`src/rtl/gg_pkg.sv`:
```
// Shared types for the guess-grader history log.
// Holds the log depth, the entry record and the log FSM states.
package gg_pkg;

  localparam int DEPTH = 8;
  localparam int IDX_W = $clog2(DEPTH);

  typedef struct packed {
    logic [11:0] guess;
    logic [3:0]  znarly;
    logic [3:0]  zood;
    logic [3:0]  round;
  } hist_entry_t;

  typedef enum logic [1:0] {
    EMPTY,
    LOG,
    FROZEN
  } hist_state_t;

endpackage

```
`src/rtl/btn_edge_sync.sv`:
```
// Raw button -> 2-FF synchronizer -> one-cycle rising-edge pulse.
// Ports: clk, reset (sync, high), btn (async raw), pulse (one cycle per press).
module btn_edge_sync (
  input  logic clk,
  input  logic reset,
  input  logic btn,
  output logic pulse
);

  logic s1;
  logic s2;
  logic prev;

  always_ff @(posedge clk) begin
    if (reset) begin
      s1   <= 1'b0;
      s2   <= 1'b0;
      prev <= 1'b0;
    end else begin
      s1   <= btn;
      s2   <= s1;
      prev <= s2;
    end
  end

  // High only on the first synchronized cycle of a press.
  assign pulse = s2 & ~prev;

endmodule

```
`src/rtl/guess_history_log.sv`:
```
// Eight-entry log of graded rounds with button scrolling and registered view.
// Ports: CLOCK_50, reset, resetMaster, gradeDone, guessLatched, Znarly, Zood,
//   GameOver, scrollUp, scrollDown -> view*, entryCount, overflowErr.
module guess_history_log
  import gg_pkg::*;
#(
  parameter int DEPTH = gg_pkg::DEPTH,
  parameter int IDX_W = gg_pkg::IDX_W
) (
  input  logic        CLOCK_50,
  input  logic        reset,
  input  logic        resetMaster,
  input  logic        gradeDone,
  input  logic [11:0] guessLatched,
  input  logic [3:0]  Znarly,
  input  logic [3:0]  Zood,
  input  logic        GameOver,
  input  logic        scrollUp,
  input  logic        scrollDown,
  output logic [11:0] viewGuess,
  output logic [3:0]  viewZnarly,
  output logic [3:0]  viewZood,
  output logic [3:0]  viewRound,
  output logic        viewValid,
  output logic [3:0]  entryCount,
  output logic        overflowErr
);

  localparam logic [3:0]       FULL = 4'(DEPTH);
  localparam logic [IDX_W-1:0] LAST = IDX_W'(DEPTH - 1);

  hist_state_t state;
  hist_state_t nstate;

  hist_entry_t      mem [DEPTH];
  logic [3:0]       count;
  logic [IDX_W-1:0] wr_idx;
  logic [IDX_W-1:0] rd_idx;

  logic up_p;
  logic dn_p;
  logic clr;
  logic grade_live;
  logic wr_en;
  logic ovf_hit;
  logic scroll_ok;
  logic sel_valid;
  hist_entry_t sel;

  btn_edge_sync u_up (
    .clk   (CLOCK_50),
    .reset (reset),
    .btn   (scrollUp),
    .pulse (up_p)
  );

  btn_edge_sync u_dn (
    .clk   (CLOCK_50),
    .reset (reset),
    .btn   (scrollDown),
    .pulse (dn_p)
  );

  assign clr        = reset | resetMaster;
  assign grade_live = gradeDone & (state != FROZEN);
  assign wr_en      = grade_live & (count != FULL);
  assign ovf_hit    = grade_live & (count == FULL);
  // A live gradeDone owns rdIdx this cycle, so a scroll is dropped.
  assign scroll_ok  = (state != EMPTY) & ~grade_live;

  assign sel       = mem[rd_idx];
  assign sel_valid = (count != 4'd0) & (4'(rd_idx) < count);

  assign entryCount = count;

  always_comb begin
    nstate = state;
    unique case (state)
      EMPTY:   if (wr_en) nstate = LOG;
      LOG:     if (GameOver) nstate = FROZEN;
      FROZEN:  nstate = FROZEN;
      default: nstate = EMPTY;
    endcase
    if (resetMaster) nstate = EMPTY;
  end

  always_ff @(posedge CLOCK_50) begin
    if (clr) begin
      state       <= EMPTY;
      count       <= 4'd0;
      wr_idx      <= '0;
      rd_idx      <= '0;
      overflowErr <= 1'b0;
      viewGuess   <= 12'd0;
      viewZnarly  <= 4'd0;
      viewZood    <= 4'd0;
      viewRound   <= 4'd0;
      viewValid   <= 1'b0;
      for (int i = 0; i < DEPTH; i++) begin
        mem[i] <= '0;
      end
    end else begin
      state <= nstate;
      if (wr_en) begin
        mem[wr_idx] <= '{guess:  guessLatched,
                         znarly: Znarly,
                         zood:   Zood,
                         round:  count + 4'd1};
        count  <= count + 4'd1;
        rd_idx <= wr_idx;
        if (wr_idx != LAST) wr_idx <= wr_idx + 1'b1;
      end else if (scroll_ok) begin
        if (up_p && !dn_p && rd_idx != '0)
          rd_idx <= rd_idx - 1'b1;
        else if (dn_p && !up_p && (4'(rd_idx) < count - 4'd1))
          rd_idx <= rd_idx + 1'b1;
      end
      if (ovf_hit) overflowErr <= 1'b1;
      viewGuess  <= sel_valid ? sel.guess  : 12'd0;
      viewZnarly <= sel_valid ? sel.znarly : 4'd0;
      viewZood   <= sel_valid ? sel.zood   : 4'd0;
      viewRound  <= sel_valid ? 4'(rd_idx) + 4'd1 : 4'd0;
      viewValid  <= sel_valid;
    end
  end

endmodule

```
`config.mk`:
```
export PLATFORM = sky130hd
export DESIGN_NAME = guess_history_log
export DESIGN_NICKNAME = d
export VERILOG_FILES = /design/src/rtl/gg_pkg.sv /design/src/rtl/btn_edge_sync.sv /design/src/rtl/guess_history_log.sv
export SDC_FILE = /design/constraint.sdc
export NUM_CORES = 1
export LEC_CHECK = 0
export ABC_AREA = 1
export BUFFER_PORTS_ARGS = -buffer_cell sky130_fd_sc_hd__buf_2
export CAP_MARGIN = 20
export CORE_ASPECT_RATIO = 0.7
export CORE_MARGIN = 3
export CORE_UTILIZATION = 45
export DETAILED_ROUTE_END_ITERATION = 10
export PLACE_DENSITY = 0.69
export SETUP_SLACK_MARGIN = 0.2
export SLEW_MARGIN = 40
export SYNTH_ARGS = -nofsm -noshare
export SYNTH_HDL_FRONTEND = slang
export SYNTH_SLANG_ARGS = --single-unit
```
`constraint.sdc`:
```
create_clock -name CLOCK_50 -period 2.82 [get_ports CLOCK_50]
set_clock_uncertainty 0.15 [all_clocks]
set_input_delay 0.282 -clock CLOCK_50 [delete_from_list [all_inputs] [get_ports CLOCK_50]]
set_output_delay 0.282 -clock CLOCK_50 [all_outputs]
set_load 0.02 [all_outputs]
```
# Word level (Yosys, flattened, before mapping)
# Memories as Yosys holds them, arrays and structs flattened. A register that Yosys moved wholly into a read port is not among the register bits.
# Cells that the tools add are included.
[word_totals] mem_bits_rw=192 memories=1 reg_bits=24 in_bits=27
[memory_table] memory="mem" words=8 word_bits=24 read_ports=1 rd_ports_with_merged_regs=1 wr=8 line_no="guess_history_log.sv:35" rtl="hist_entry_t mem [DEPTH];"
[op_classes] n_reduce_logical=18 n_lt_le_gt_ge=2 eq_ne=8 n_mux=15 addsub=6 bitwise_logic=12
[ops] operator="2-to-1 mux 24 bit" n=1
[ops] operator="OR reduction 24 bit" n=1
[ops] operator="2-to-1 mux 3 bit" n=5
[ops] operator="less-than comparator 3 x 4 -> 1 bit" n=2
[ops] operator="bitwise AND 1 bit" n=7
[ops] operator="adder 3 x 1 -> 3 bit (second input constant)" n=2
[ops] operator="2-to-1 mux 1 bit" n=6
[ops] operator="inequality test 2 bit (second input constant)" n=3
[ops] operator="case mux 2 bit (3 select lines)" n=1
[ops] operator="AND reduction 2 bit" n=3
[ops] operator="nonzero test 3 bit" n=2
[ops] operator="adder 3 x 1 -> 4 bit (second input constant)" n=1
[ops] operator="adder 4 x 1 -> 4 bit (second input constant)" n=1
[ops] operator="== test 4 bit (second input constant)" n=1
[ops] operator="logical AND 1 bit" n=4
[ops] operator="2-to-1 mux 2 bit" n=2
[ops] operator="inequality test 4 bit (second input constant)" n=1
[ops] operator="NOT 1 bit" n=4
[ops] operator="nonzero test 2 bit" n=2
[ops] operator="nonzero test 4 bit" n=1
[ops] operator="OR reduction 2 bit" n=2
[ops] operator="subtractor 4 x 1 -> 4 bit (second input constant)" n=1
[ops] operator="inequality test 3 bit (second input constant)" n=1
[ops] operator="subtractor 3 x 1 -> 3 bit (second input constant)" n=1
[ops] operator="5 further kinds" n=6

# Depth between registers and ports, before layout
[depth] ltp_word=9 depth_mapped=18 ltp_nobuf=16

# Hierarchy
# Synthesis repeated with hierarchy kept, for this count alone.
[hier_totals] hier_cells=854 area_unflattened_um2=8645.8
[modules_own_cells] module="guess_history_log" instances=1 area_each_um2=8473.1 cells_each=834 seq_area_each_um2=5565.3
[modules_own_cells] module="btn_edge_sync" instances=2 area_each_um2=86.3 cells_each=10 seq_area_each_um2=60.1

# Least setup slack after synthesis
# OpenSTA, ideal clock, no wires.
[synth_path] path_kind="register -> register" start="reg count[0] (netlist: entryCount[0])" end="mem mem[0][10] (netlist name), enable pin" setup_ns=0.377 required_ns=2.293 t_arrival_ns=1.912 slack_ns=0.382 n_path_buf=1 path_stages_with_launch=9 cell_sequence="dfxtp_1 -> inv_1 -> ha_1 -> nand3_2 -> nand2_4 -> nor3_4 -> nand2_2 -> buf_6 -> nand2_1"
[synth_lines] element="from (decl)" line_no="guess_history_log.sv:36" rtl="logic [3:0] count;"
[synth_lines] element="from (signal assigned)" line_no="guess_history_log.sv:109" rtl="count <= count + 4'd1;"
[synth_lines] element="to (decl)" line_no="guess_history_log.sv:35"

# Worst setup path in the final report
[layout_path] start="reg rd_idx[1]" end="reg viewGuess[7]"
[layout_via] elab_chain_cells=4
[layout_lines] element="from (decl)" line_no="guess_history_log.sv:38" rtl="logic [IDX_W-1:0] rd_idx;"
[layout_lines] element="from (signal assigned)" line_no="guess_history_log.sv:110" rtl="rd_idx <= wr_idx;"
[layout_lines] element="from (signal assigned)" line_no="guess_history_log.sv:114" rtl="rd_idx <= rd_idx - 1'b1;"
[layout_lines] element="from (signal assigned)" line_no="guess_history_log.sv:116" rtl="rd_idx <= rd_idx + 1'b1;"
[layout_lines] element="less-than comparator 3 x 4 -> 1 bit" line_no="guess_history_log.sv:72" rtl="assign sel_valid = (count != 4'd0) & (4'(rd_idx) < count);"
[layout_lines] element="bitwise AND 1 bit" line_no="guess_history_log.sv:72"
[layout_lines] element="NOT 1 bit (no line)"
[layout_lines] element="OR reduction 2 bit (no line)"
[layout_lines] element="to (signal assigned)" line_no="guess_history_log.sv:119" rtl="viewGuess <= sel_valid ? sel.guess : 12'd0;"
[layout_lines] element="to (decl)" line_no="guess_history_log.sv:20" rtl="output logic [11:0] viewGuess,"
# Parallel ways exist; a longest one is shown, timed or not.
# A chain may end at the register's enable or synchronous reset.

==> reports/results.md <==
| Item | Reported | Unit |
| --- | --- | --- |
| Run status | complete, no violations | - |
| Diodes inserted | 0 | - |
| Post-detailed-placement cell area | 0.00935 | mm2 |
| Met2 wire length | 9.59 | mm |
| CTS buffer count | 21 | - |
| Number of instances in the synthesized netlist | 860 | - |
| Commonest non-fill, non-tap cell in the layout | nor2_1 | - |
| Pin slew with the least headroom to its limit | 634 | ps |
| CP Data Arrival Time | 2560 | ps |
| Via/cell ratio | 5.33 | - |
| Vert. Die Dim | 123 | um |
| Number of iterations in the first detailed-routing pass | 5 | - |
| Placement row count | 42 | - |
| Number of I/O port buffers | 56 | - |
| Number of sinks on the clock net | 204 | - |
| Global router's overall resource usage | 0.208 | - |
| Synth Register Bits | 204 | - |
| CP Class | reg2reg | - |
| Routed length on met3 | 1.77 | mm |
| Total count of max-transition violations in the final report | 0 | - |
| Max_slew headroom | 0.577 | - |
| Cell with the most instances on the worst path | buf_4 | - |
| Portion of the post-synthesis area used by sequential elements | 0.645 | - |
| Global-route wire length before repair | 34.7 | mm |
| Net count, final | 960 | - |
| Worst path required time | 3090 | ps |
| GP Congestion | 0.828 | - |
| H-Tree Level Count | 1 | - |
| Power per cell area | 652 | mW/mm2 |
| Cell with the biggest individual delay on the critical path | buf_4 | - |
| Die Span X | 173 | um |
| Design Area, Final | 0.0101 | mm2 |
| Cell breakdown of the critical path | buf_4 -> ha_1 -> a21boi_1 -> o211ai_2 -> o2111ai_4 -> buf_4 -> a21oi_1 | - |
| Worst-path maximum fanout | 45 | - |
| Worst ir drop on vdd | 0.397 | mV |
| Pin count of the biggest net entering global routing | 86 | - |
| Highest attainable clock frequency | 0.437 | GHz |
| Hold violation total from the final report | 0 | - |
| Worst stage delay on the critical path | 450 | ps |
| Number of vias after detailed routing | 6,389 | - |
| Most frequent cells in the layout | nor2_1, edfxtp_1, o21ai_0 | - |
| Top layer reached by signal wires | met4 | - |
| Placeable core region | 0.0191 | mm2 |
| Synth-to-layout area growth | 14.4 | % |
| Total die area | 0.0213 | mm2 |
| Clock insertion delay at the later pin of the skew report | 490 | ps |
| Pwr Total | 6.58 | mW |
| Setup Total Neg Slack | 0 | ps |
| Number of standard cells in the final layout excluding fillers | 1,198 | - |
| CTS clock-pin slew for the worst setup and hold paths | 60 | ps |
| Starting density of the core | 0.462 | - |
| # Max-Cap Violations | 0 | - |
| First DRT Iteration DRCs | 826 | - |
| Placed cell count | 1,153 | - |
| Critical path capture point type | flop | - |
| Length of routed wiring on met1 | 10.2 | mm |
| Total number of yosys warnings | 0 | - |
| Ratio of cells with drive above 1 in the final layout | 0.155 | - |
| Setup repair after global routing missed its margin | no | - |
| Final period demand of the worst path | 2290 | ps |
| Number of antenna violations at the first check in global routing | 0 | - |
| CTS tree | built | - |
| Setup repair bufs after CTS | 0 | - |
| Pleak | 4.23 | nW |
| Number of setup violations in the final report | 0 | - |
| Post-Syn Area | 0.00882 | mm2 |
| Cell at the root of the clock tree | clkbuf_16 | - |
| Nets in the synthesized netlist | 901 | - |
| Tightest Hold Check Type | in2reg | - |
| Final wirelength | 22.0 | mm |
| I/O pin count | 57 | - |
| Final routed DRC violation total | 0 | - |
| Detailed Place HPWL | 12.4 | mm |
| Launching element type of the critical path | flop | - |
| Vias in the first global route | 6,021 | - |
| Distinct cells, synth | 34 | - |
| Share of the cycle needed by the critical path after routing | 0.812 | - |
| Gates resized, CTS repair | 0 | - |
| Aggregate global routing overflow | 0 | - |
| WL/cell | 18.4 | um |
| Fillcell total | 1,662 | - |
| Maximum number of buffers from clock root to sink | 3 | - |
| Post-CTS Hold Fix Bufs | 7 | - |
| Synthesized area per cell | 10.3 | um2 |
| Number of antenna-violating nets in the routed design | 0 | - |
-- critical path, delay by kind of cell (launching register included) --
kind	cells	cell delay (ps)
DFF	1	340
AOI/OAI and AO/OA	4	640
buffers and inverters	2	730
adders and majority gates	1	330
-- cell families after synthesis --
family | count (synthesis) | synth area share
AOI/OAI and AO/OA | 167 | 0.111
and+or+nand+nor | 363 | 0.163
xor gates and xnor gates | 3 | 0.00298
buffers and inverters | 109 | 0.0576
adders and majority gates | 14 | 0.0207
DFF | 204 | 0.645
-- stage by stage --
step,setup WS [ps],hold WS (ps),util
6_report,532,52.0,0.529
5_1_grt,379,68.9,0.529
4_1_cts,509,51.2,0.528
3_5_place_dp,533,250,0.490
3_3_place_gp,627,247,0.490
2_1_floorplan,382,203,-
-- cells in the mapped netlist --
| cell | number | area (um2) |
|---|---|---|
| nor2_1 | 261 | 980 |
| inv_2 | 3 | 11.3 |
| nand2_4 | 1 | 11.3 |
| fa_1 | 1 | 20.0 |
| o211ai_2 | 1 | 12.5 |
| nor3_4 | 1 | 16.3 |
| dfxtp_1 | 44 | 881 |
| edfxtp_1 | 160 | 4800 |
| nand2_2 | 4 | 25.0 |
| o21ai_2 | 1 | 8.76 |
| buf_4 | 1 | 7.51 |
| o2111ai_4 | 1 | 26.3 |
| nand4_1 | 1 | 6.26 |
| clkbuf_2 | 1 | 5.00 |
| nand2_1 | 75 | 282 |
| buf_6 | 9 | 101 |
| buf_1 | 2 | 7.51 |
| a21boi_1 | 1 | 7.51 |
| nand3_1 | 15 | 75.1 |
| or2_0 | 1 | 6.26 |
| inv_1 | 54 | 203 |
| clkbuf_1 | 18 | 67.6 |
| buf_2 | 21 | 105 |
| nor2_2 | 1 | 6.26 |
| xor2_1 | 1 | 8.76 |
| a21oi_1 | 16 | 80.1 |
| nand3_2 | 1 | 10.0 |
| a21oi_2 | 15 | 131 |
| o21ai_1 | 1 | 5.00 |
| xnor2_1 | 2 | 17.5 |
| o22ai_1 | 40 | 250 |
| o21ai_0 | 91 | 455 |
| ha_1 | 13 | 163 |
| nor2_4 | 2 | 22.5 |
-- path summary, 6_finish.rpt --
kind / startpoint / to / slack (ps) / cells after the start
max: rd_idx[1] / viewGuess[7] / 530 / 7
min reg2reg: u_up.s1 / u_up.s2 / 270 / 2
min: guessLatched[3] / mem[5][15] / 50 / 3
max reg2reg: rd_idx[1] / viewGuess[7] / 530 / 7
-- registers in the layout (all words and copies together), names as in the netlist, 3 cells and up --
name	flops
viewZnarly	4
viewZood	4
viewGuess	12
rd_idx	3
mem	160
entryCount	4
viewRound	4
wr_idx	3
-- report_power, final --
group	internal, mW	total (mW)	leakage (nW)	switching, mW
Clock	1.56	2.68	0.330	1.12
Combinational	0.152	0.510	1.76	0.358
Sequential	3.36	3.39	2.14	0.0382
-- metal layers --
metal,track usage,up-vias
li1,-,3028
met4,0.0622,0
met1,0.316,3048
met3,0.0328,32
met5,0,-
met2,0.311,281
-- layout make-up --
| class | count | area [um2] | area share |
|---|---|---|---|
| clock inverter | 7 | 62.6 | 0.00620 |
| sequential | 204 | 5690 | 0.564 |
| inverter | 57 | 214 | 0.0212 |
| tap | 264 | 330 | 0.0328 |
| multi-input combinational | 547 | 2630 | 0.260 |
| timing repair buffer | 88 | 571 | 0.0566 |
| clock buffer | 31 | 596 | 0.0590 |
No activity file was read; power rests on OpenSTA's default activity.
